$ cat config.mk
export PLATFORM = sky130hd
export DESIGN_NAME = lut_layer_scheduler
export DESIGN_NICKNAME = d
export VERILOG_FILES = /design/src/rtl/lut_layer_scheduler.sv
export SDC_FILE = /design/constraint.sdc
export NUM_CORES = 1
export LEC_CHECK = 0
export BUFFER_PORTS_ARGS = -buffer_cell sky130_fd_sc_hd__buf_4
export CAP_MARGIN = 20
export CORE_MARGIN = 5
export CORE_UTILIZATION = 60
export CTS_CLUSTER_SIZE = 40
export DETAILED_ROUTE_END_ITERATION = 6
export HOLD_SLACK_MARGIN = 0.12
export PLACE_DENSITY = 0.74
export SYNTH_ARGS = -nofsm -noshare
export SYNTH_HDL_FRONTEND = slang
export SYNTH_SLANG_ARGS = --single-unit
$ cat constraint.sdc
create_clock -name clk -period 5.3 [get_ports clk]
set_clock_uncertainty 0.15 [all_clocks]
set_input_delay 0.265 -clock clk [delete_from_list [all_inputs] [get_ports clk]]
set_output_delay 0.265 -clock clk [all_outputs]
set_load 0.02 [all_outputs]
$ cat src/rtl/lut_layer_scheduler.sv
// Time-multiplexed LogicNets layer: one shared truth-table store, one neuron evaluated per cycle.
// Optional perf counters (perf_frames, perf_stall) are built when LUTSCHED_PERF_EN is defined.
module lut_layer_scheduler #(
   parameter int unsigned IN_WIDTH = 16,
   parameter int unsigned NEURONS  = 8,
   parameter int unsigned FANIN    = 6,
   parameter int unsigned IDX_W    = $clog2(IN_WIDTH),
   parameter int unsigned NID_W    = $clog2(NEURONS)
) (
   input  logic                clk,
   input  logic                rst,
   input  logic                in_valid,
   output logic                in_ready,
   input  logic [IN_WIDTH-1:0] in_data,
   output logic                out_valid,
   input  logic                out_ready,
   output logic [NEURONS-1:0]  out_data,
   input  logic                cfg_we,
   output logic                cfg_ready,
   input  logic                cfg_sel,
   input  logic [NID_W-1:0]    cfg_neuron,
   input  logic [FANIN-1:0]    cfg_addr,
   input  logic [IDX_W-1:0]    cfg_data,
   output logic                cfg_err,
   output logic                busy
`ifdef LUTSCHED_PERF_EN
   ,
   output logic [31:0]         perf_frames,
   output logic [31:0]         perf_stall
`endif
);

   localparam int unsigned TT_DEPTH = 2 ** FANIN;
   localparam int unsigned SLOT_W   = $clog2(FANIN);

   localparam logic [1:0] StIdle = 2'd0;
   localparam logic [1:0] StEval = 2'd1;
   localparam logic [1:0] StDone = 2'd2;

   localparam logic [NID_W-1:0] LastNeuron = NID_W'(NEURONS - 1);
   localparam logic [NID_W:0]   NeuronsLim = (NID_W + 1)'(NEURONS);
   localparam logic [SLOT_W:0]  FaninLim   = (SLOT_W + 1)'(FANIN);
   localparam logic [IDX_W:0]   InWidthLim = (IDX_W + 1)'(IN_WIDTH);

   logic [1:0]          state_q, state_d;
   logic [NID_W-1:0]    cnt_q, cnt_d;
   logic [IN_WIDTH-1:0] in_reg_q, in_reg_d;
   logic [NEURONS-1:0]  out_data_q, out_data_d;
   logic                cfg_err_q, cfg_err_d;

   logic [TT_DEPTH-1:0] tt_q  [NEURONS];
   logic [IDX_W-1:0]    idx_q [NEURONS][FANIN];

   logic [FANIN-1:0]    addr;
   logic [SLOT_W-1:0]   cfg_slot;
   logic                cfg_fire;
   logic                cfg_bad;
   logic                tt_we;
   logic                idx_we;

   // Gather the current neuron's fan-in bits; slot 0 is the table address LSB.
   always_comb begin
      addr = '0;
      for (int k = 0; k < FANIN; k++) begin
         addr[k] = in_reg_q[idx_q[cnt_q][k]];
      end
   end

   assign cfg_slot = cfg_addr[SLOT_W-1:0];
   assign cfg_fire = cfg_we && (state_q == StIdle);

   always_comb begin
      cfg_bad = ({1'b0, cfg_neuron} >= NeuronsLim);
      if (cfg_sel) begin
         cfg_bad = cfg_bad || ({1'b0, cfg_slot} >= FaninLim) || ({1'b0, cfg_data} >= InWidthLim);
      end
   end

   assign tt_we     = cfg_fire && !cfg_sel && !cfg_bad;
   assign idx_we    = cfg_fire && cfg_sel && !cfg_bad;
   assign cfg_err_d = cfg_fire && cfg_bad;

   always_comb begin
      state_d    = state_q;
      cnt_d      = cnt_q;
      in_reg_d   = in_reg_q;
      out_data_d = out_data_q;
      unique case (state_q)
         StIdle: begin
            // A config write in the same cycle takes priority over the input.
            if (in_valid && !cfg_we) begin
               in_reg_d = in_data;
               cnt_d    = '0;
               state_d  = StEval;
            end
         end
         StEval: begin
            out_data_d[cnt_q] = tt_q[cnt_q][addr];
            cnt_d             = cnt_q + 1'b1;
            if (cnt_q == LastNeuron) begin
               state_d = StDone;
            end
         end
         StDone: begin
            if (out_ready) begin
               state_d = StIdle;
            end
         end
         default: state_d = StIdle;
      endcase
   end

   always_ff @(posedge clk) begin
      if (rst) begin
         state_q    <= StIdle;
         cnt_q      <= '0;
         in_reg_q   <= '0;
         out_data_q <= '0;
         cfg_err_q  <= 1'b0;
      end else begin
         state_q    <= state_d;
         cnt_q      <= cnt_d;
         in_reg_q   <= in_reg_d;
         out_data_q <= out_data_d;
         cfg_err_q  <= cfg_err_d;
      end
   end

   // Fan-in wiring returns to the identity-like default on every reset.
   always_ff @(posedge clk) begin
      if (rst) begin
         for (int n = 0; n < NEURONS; n++) begin
            for (int k = 0; k < FANIN; k++) begin
               idx_q[n][k] <= IDX_W'(k % IN_WIDTH);
            end
         end
      end else if (idx_we) begin
         idx_q[cfg_neuron][cfg_slot] <= cfg_data;
      end
   end

   // Truth tables survive reset; they are only changed by accepted writes.
   always_ff @(posedge clk) begin
      if (!rst && tt_we) begin
         tt_q[cfg_neuron][cfg_addr] <= cfg_data[0];
      end
   end

   assign in_ready  = (state_q == StIdle) && !cfg_we;
   assign cfg_ready = (state_q == StIdle);
   assign out_valid = (state_q == StDone);
   assign out_data  = out_data_q;
   assign cfg_err   = cfg_err_q;
   assign busy      = (state_q != StIdle);

`ifdef LUTSCHED_PERF_EN
   logic [31:0] perf_frames_q;
   logic [31:0] perf_stall_q;

   always_ff @(posedge clk) begin
      if (rst) begin
         perf_frames_q <= '0;
         perf_stall_q  <= '0;
      end else if (state_q == StDone) begin
         if (out_ready) begin
            perf_frames_q <= perf_frames_q + 32'd1;
         end else begin
            perf_stall_q <= perf_stall_q + 32'd1;
         end
      end
   end

   assign perf_frames = perf_frames_q;
   assign perf_stall  = perf_stall_q;
`endif

endmodule

==> out/metrics.csv <==
stage,metric,value,unit
pwr,p_sw,0.002796,W
global_routing,overflow,0,
timing,rsz0062_at_grt,false,
logic_synthesis,yosysUniqueCellTypes,66,
clock_tree,post_cts_resized,0,
timing,final.setup.worst_slack,0.5144,ns
setup_path,end_kind,flop,
setup_path,worstSetupPathType,flop to flop,
logic_synthesis,syn-num-nets,2427,
finish,nets,2476,
timing,finalHoldViolCount,0,
setup_path,cp_top_family,compound AO/OA/AOI/OAI gates,
timing,tightest_slew,1.208,ns
finish,diodes,0,
global_routing,antenna_found_initial,1,
clock_tree,clk_pin_slew_worst_paths,0.06,ns
floorplan,coreArea,0.05509,mm^2
setup_path,cp_slowest_stage_delay,0.79,ns
pwr,clkPwrFrac,40.7,%
timing,slew_viol_final,0,
timing,relSlewSlack,19.45,%
setup_path,rrSetupSlack,0.51,ns
drt,wirelength,86530,um
finish,final_cells,3242,
global_routing,grt_pass1_wl,129400,um
setup_path,crit_buf_inv,2,
pwr,seqPwrFrac,52.2,%
logic_synthesis,synth_edf_count,704,
placement,port_buffers,47,
clock_tree,numClockSinks,737,
setup_path,cp-start-kind,flop,
pwr,p_leak,11.42,nW
pwr,vdd_drop_max,0.0003216,V
drt,via_per_inst,6.488,
floorplan,dieWidth,245.9,um
logic_synthesis,syn_inst,2390,
placement,gp_congestion,0.9106,
logic_synthesis,ys_ff_latch,737,
global_routing,grt_max_degree,199,
logic_synthesis,syn_area_per_cell,13.97,um^2
clock_tree,h-tree-depth,3,
setup_path,cp.arrival,5.10,ns
pwr,pwr-share-comb,7.1,%
drt,vias,21040,
finish,fillers,3838,
logic_synthesis,synthFlopType,edfxtp_1,
clock_tree,post-cts-setup-buffer-count,0,
floorplan,die_h,245.9,um
logic_synthesis,yosysWarnings,0,
logic_synthesis,synthArstFlopShare,0,%
timing,finalCritPeriodShare,90.29,%
clock_tree,cts_made_buffers,75,
timing,setup_viol,0,
outcome,status,finished clean,
timing,setup-tns-final,0,ns
clock_tree,clk_latency,0.62,ns
floorplan,ios,48,
floorplan,start_util,60.59,%
global_routing,grt_use_total,28.65,%
timing,min_period,4.786,ns
setup_path,worstPathRequired,5.62,ns
clock_tree,cts_hold_buffers,46,
finish,layout-drive-gt1-share,17.40,%
placement,dpl.hpwl,50500,um
pwr,p_total,0.01238,W
logic_synthesis,ys_seq_area_share,65.31,%
setup_path,worst_path_max_delay_cell,dfxtp_2,
drt,first_iter_violations,2618,
min_path,worstHoldPathType,input pin to flop,
global_routing,first_global_vias,21040,
floorplan,dieArea,0.06045,mm^2
placement,post-place-ws,0.6280,ns
setup_path,critPathMaxFanout,32,
flow_run,cap_violations,0,
logic_synthesis,synth_area,0.03338,mm^2
placement,place_inst,3063,
clock_tree,cts.path.max_buffers,3,
setup_path,crit_chain,clkinv_2 > buf_4 > mux2i_4 > mux2i_1 > a22oi_1 > nand2_1 > o21ai_4 > nor2b_2 > a221o_1 > a221oi_2 > a311oi_2 > a32oi_4 > a211oi_2,
drt,drtPass1Iterations,5,
drt,drc_errors,0,
pwr,powerDensity,333.0,mW/mm^2
pwr,p_int,0.009580,W
min_path,min-delay-start,cfg_data[0],
floorplan,core.rowCount,86,
clock_tree,cts_root_buf,clkbuf_16,
pwr,switching_share,22.59,%
finish,area_growth,11.32,%
clock_tree,tritoncts,yes,
timing,fmax,0.2090,GHz
drt,ant_nets,0,
drt,wl_per_cell,26.69,um
-- final timing paths --
kind | to | cells past startpoint
min | tt_q[4][37] | 1
min reg2reg | state_q[0] | 1
max reg2reg | out_data[4] | 13
max | out_data[4] | 13
-- layer usage --
metal | track usage (%) | part of all wire, % | up-vias | wire length, um
met5 | 0 | 0 | - | 0
met3 | 5.304 | 9.6 | 240 | 8298
met4 | 12.31 | 5.0 | 0 | 4343
met2 | 46.65 | 49 | 1268 | 42080
met1 | 38.57 | 37 | 10610 | 31810
li1 | - | - | 8921 | -
-- cell type report --
type                    count  area, um^2  area share (%)
repair buffers            137        1209           3.253
well taps                 748       935.9           2.519
flip-flops and latches    737       21810           58.69
clock inverters            40       305.3          0.8216
clock buffers              92        2004           5.394
multi-input cells        1482       10870           29.26
inverters                   6       23.77         0.06397
-- placed cells by master, fill, tap and decap left out, drive strengths merged, types with 3 or more instances in the layout --
cell type	n
edfxtp	704
nor2	700
nand2	227
mux4	186
mux2i	111
clkbuf	92
buf	91
dlygate4sd3	46
dfxtp	33
o21bai	32
clkinv	31
a21oi	24
a21o	21
nand3	19
a22oi	15
nand2b	14
a211oi	12
nor3	10
and3	9
nor3b	9
nand3b	8
o21ai	8
mux2	7
a31oi	7
nor2b	7
inv	7
or3	7
nand4	5
clkinvlp	5
and2	4
and3b	3
or3b	3
a211o	3
o31ai	3
o221ai	3
bufinv	3
or2	3
-- cells in the mapped netlist, drive strengths merged, types with 4 or more instances --
library cell    n  share of area [%]
dfxtp          33                2.0
mux4          186                 13
buf            49               0.99
mux2i         111                3.5
a21o           21               0.47
nor2          700                7.9
inv             6              0.067
o21ai           8               0.19
nor3           10               0.16
nor3b           9               0.20
and3            9               0.17
mux2            7               0.24
nand2b         14               0.26
nand2         227                2.6
nor2b           7               0.14
a21oi          24               0.36
edfxtp        704                 63
a31oi           7               0.13
or3             7               0.15
a211oi         12               0.39
clkbuf        116                1.3
nand3b          8               0.18
a22oi          15               0.35
o21bai         32               0.72
nand3          19               0.28
nand4           5               0.14
and2            4              0.075
-- through the flow --
step	utilization, %	hold slack [ns]	area, um^2
3_5_place_dp	62.37	0.3442	34360
6_report	67.45	0.1545	37160
5_1_grt	67.45	0.1981	37160
4_1_cts	67.40	0.1451	37130
3_3_place_gp	62.37	0.3213	34360
2_1_floorplan	-	0.2139	33380
-- worst reg2reg max path, stage by stage (launching register included) --
cell	delay (ns)
dfxtp_2	0.79
clkinv_2	0.38
buf_4	0.36
mux2i_4	0.46
mux2i_1	0.18
a22oi_1	0.22
nand2_1	0.12
o21ai_4	0.35
nor2b_2	0.15
a221o_1	0.35
a221oi_2	0.27
a311oi_2	0.11
a32oi_4	0.58
a211oi_2	0.16
-- logic make-up after synthesis --
family,count (synthesis),synth area share (%)
flops,737,65.31
compound gates,146,3.460
buf+inv,171,2.358
mux,304,16.30
simple gates,1030,12.50
fa+ha+maj,2,0.07495
-- flip-flops by register name, indices dropped and copies added, names as in the netlist, named ones only --
name	count
cfg_err	1
cnt_q	3
idx_q	192
in_reg_q	16
out_data	8
state_q	2
tt_q	512
-- power by group through the flow --
| stage | clock [W] | sequential, W | combinational, W |
|---|---|---|---|
| after floorplan | 0 | 0.00655 | 0.000564 |
| after global placement | 0 | 0.00657 | 0.000828 |
| after detailed placement | 0 | 0.00658 | 0.000846 |
| after CTS | 0.00507 | 0.00645 | 0.000875 |
| after global routing | 0.00535 | 0.00646 | 0.000928 |
| final | 0.00504 | 0.00646 | 0.000883 |
Power figures use the tool's default switching activity.
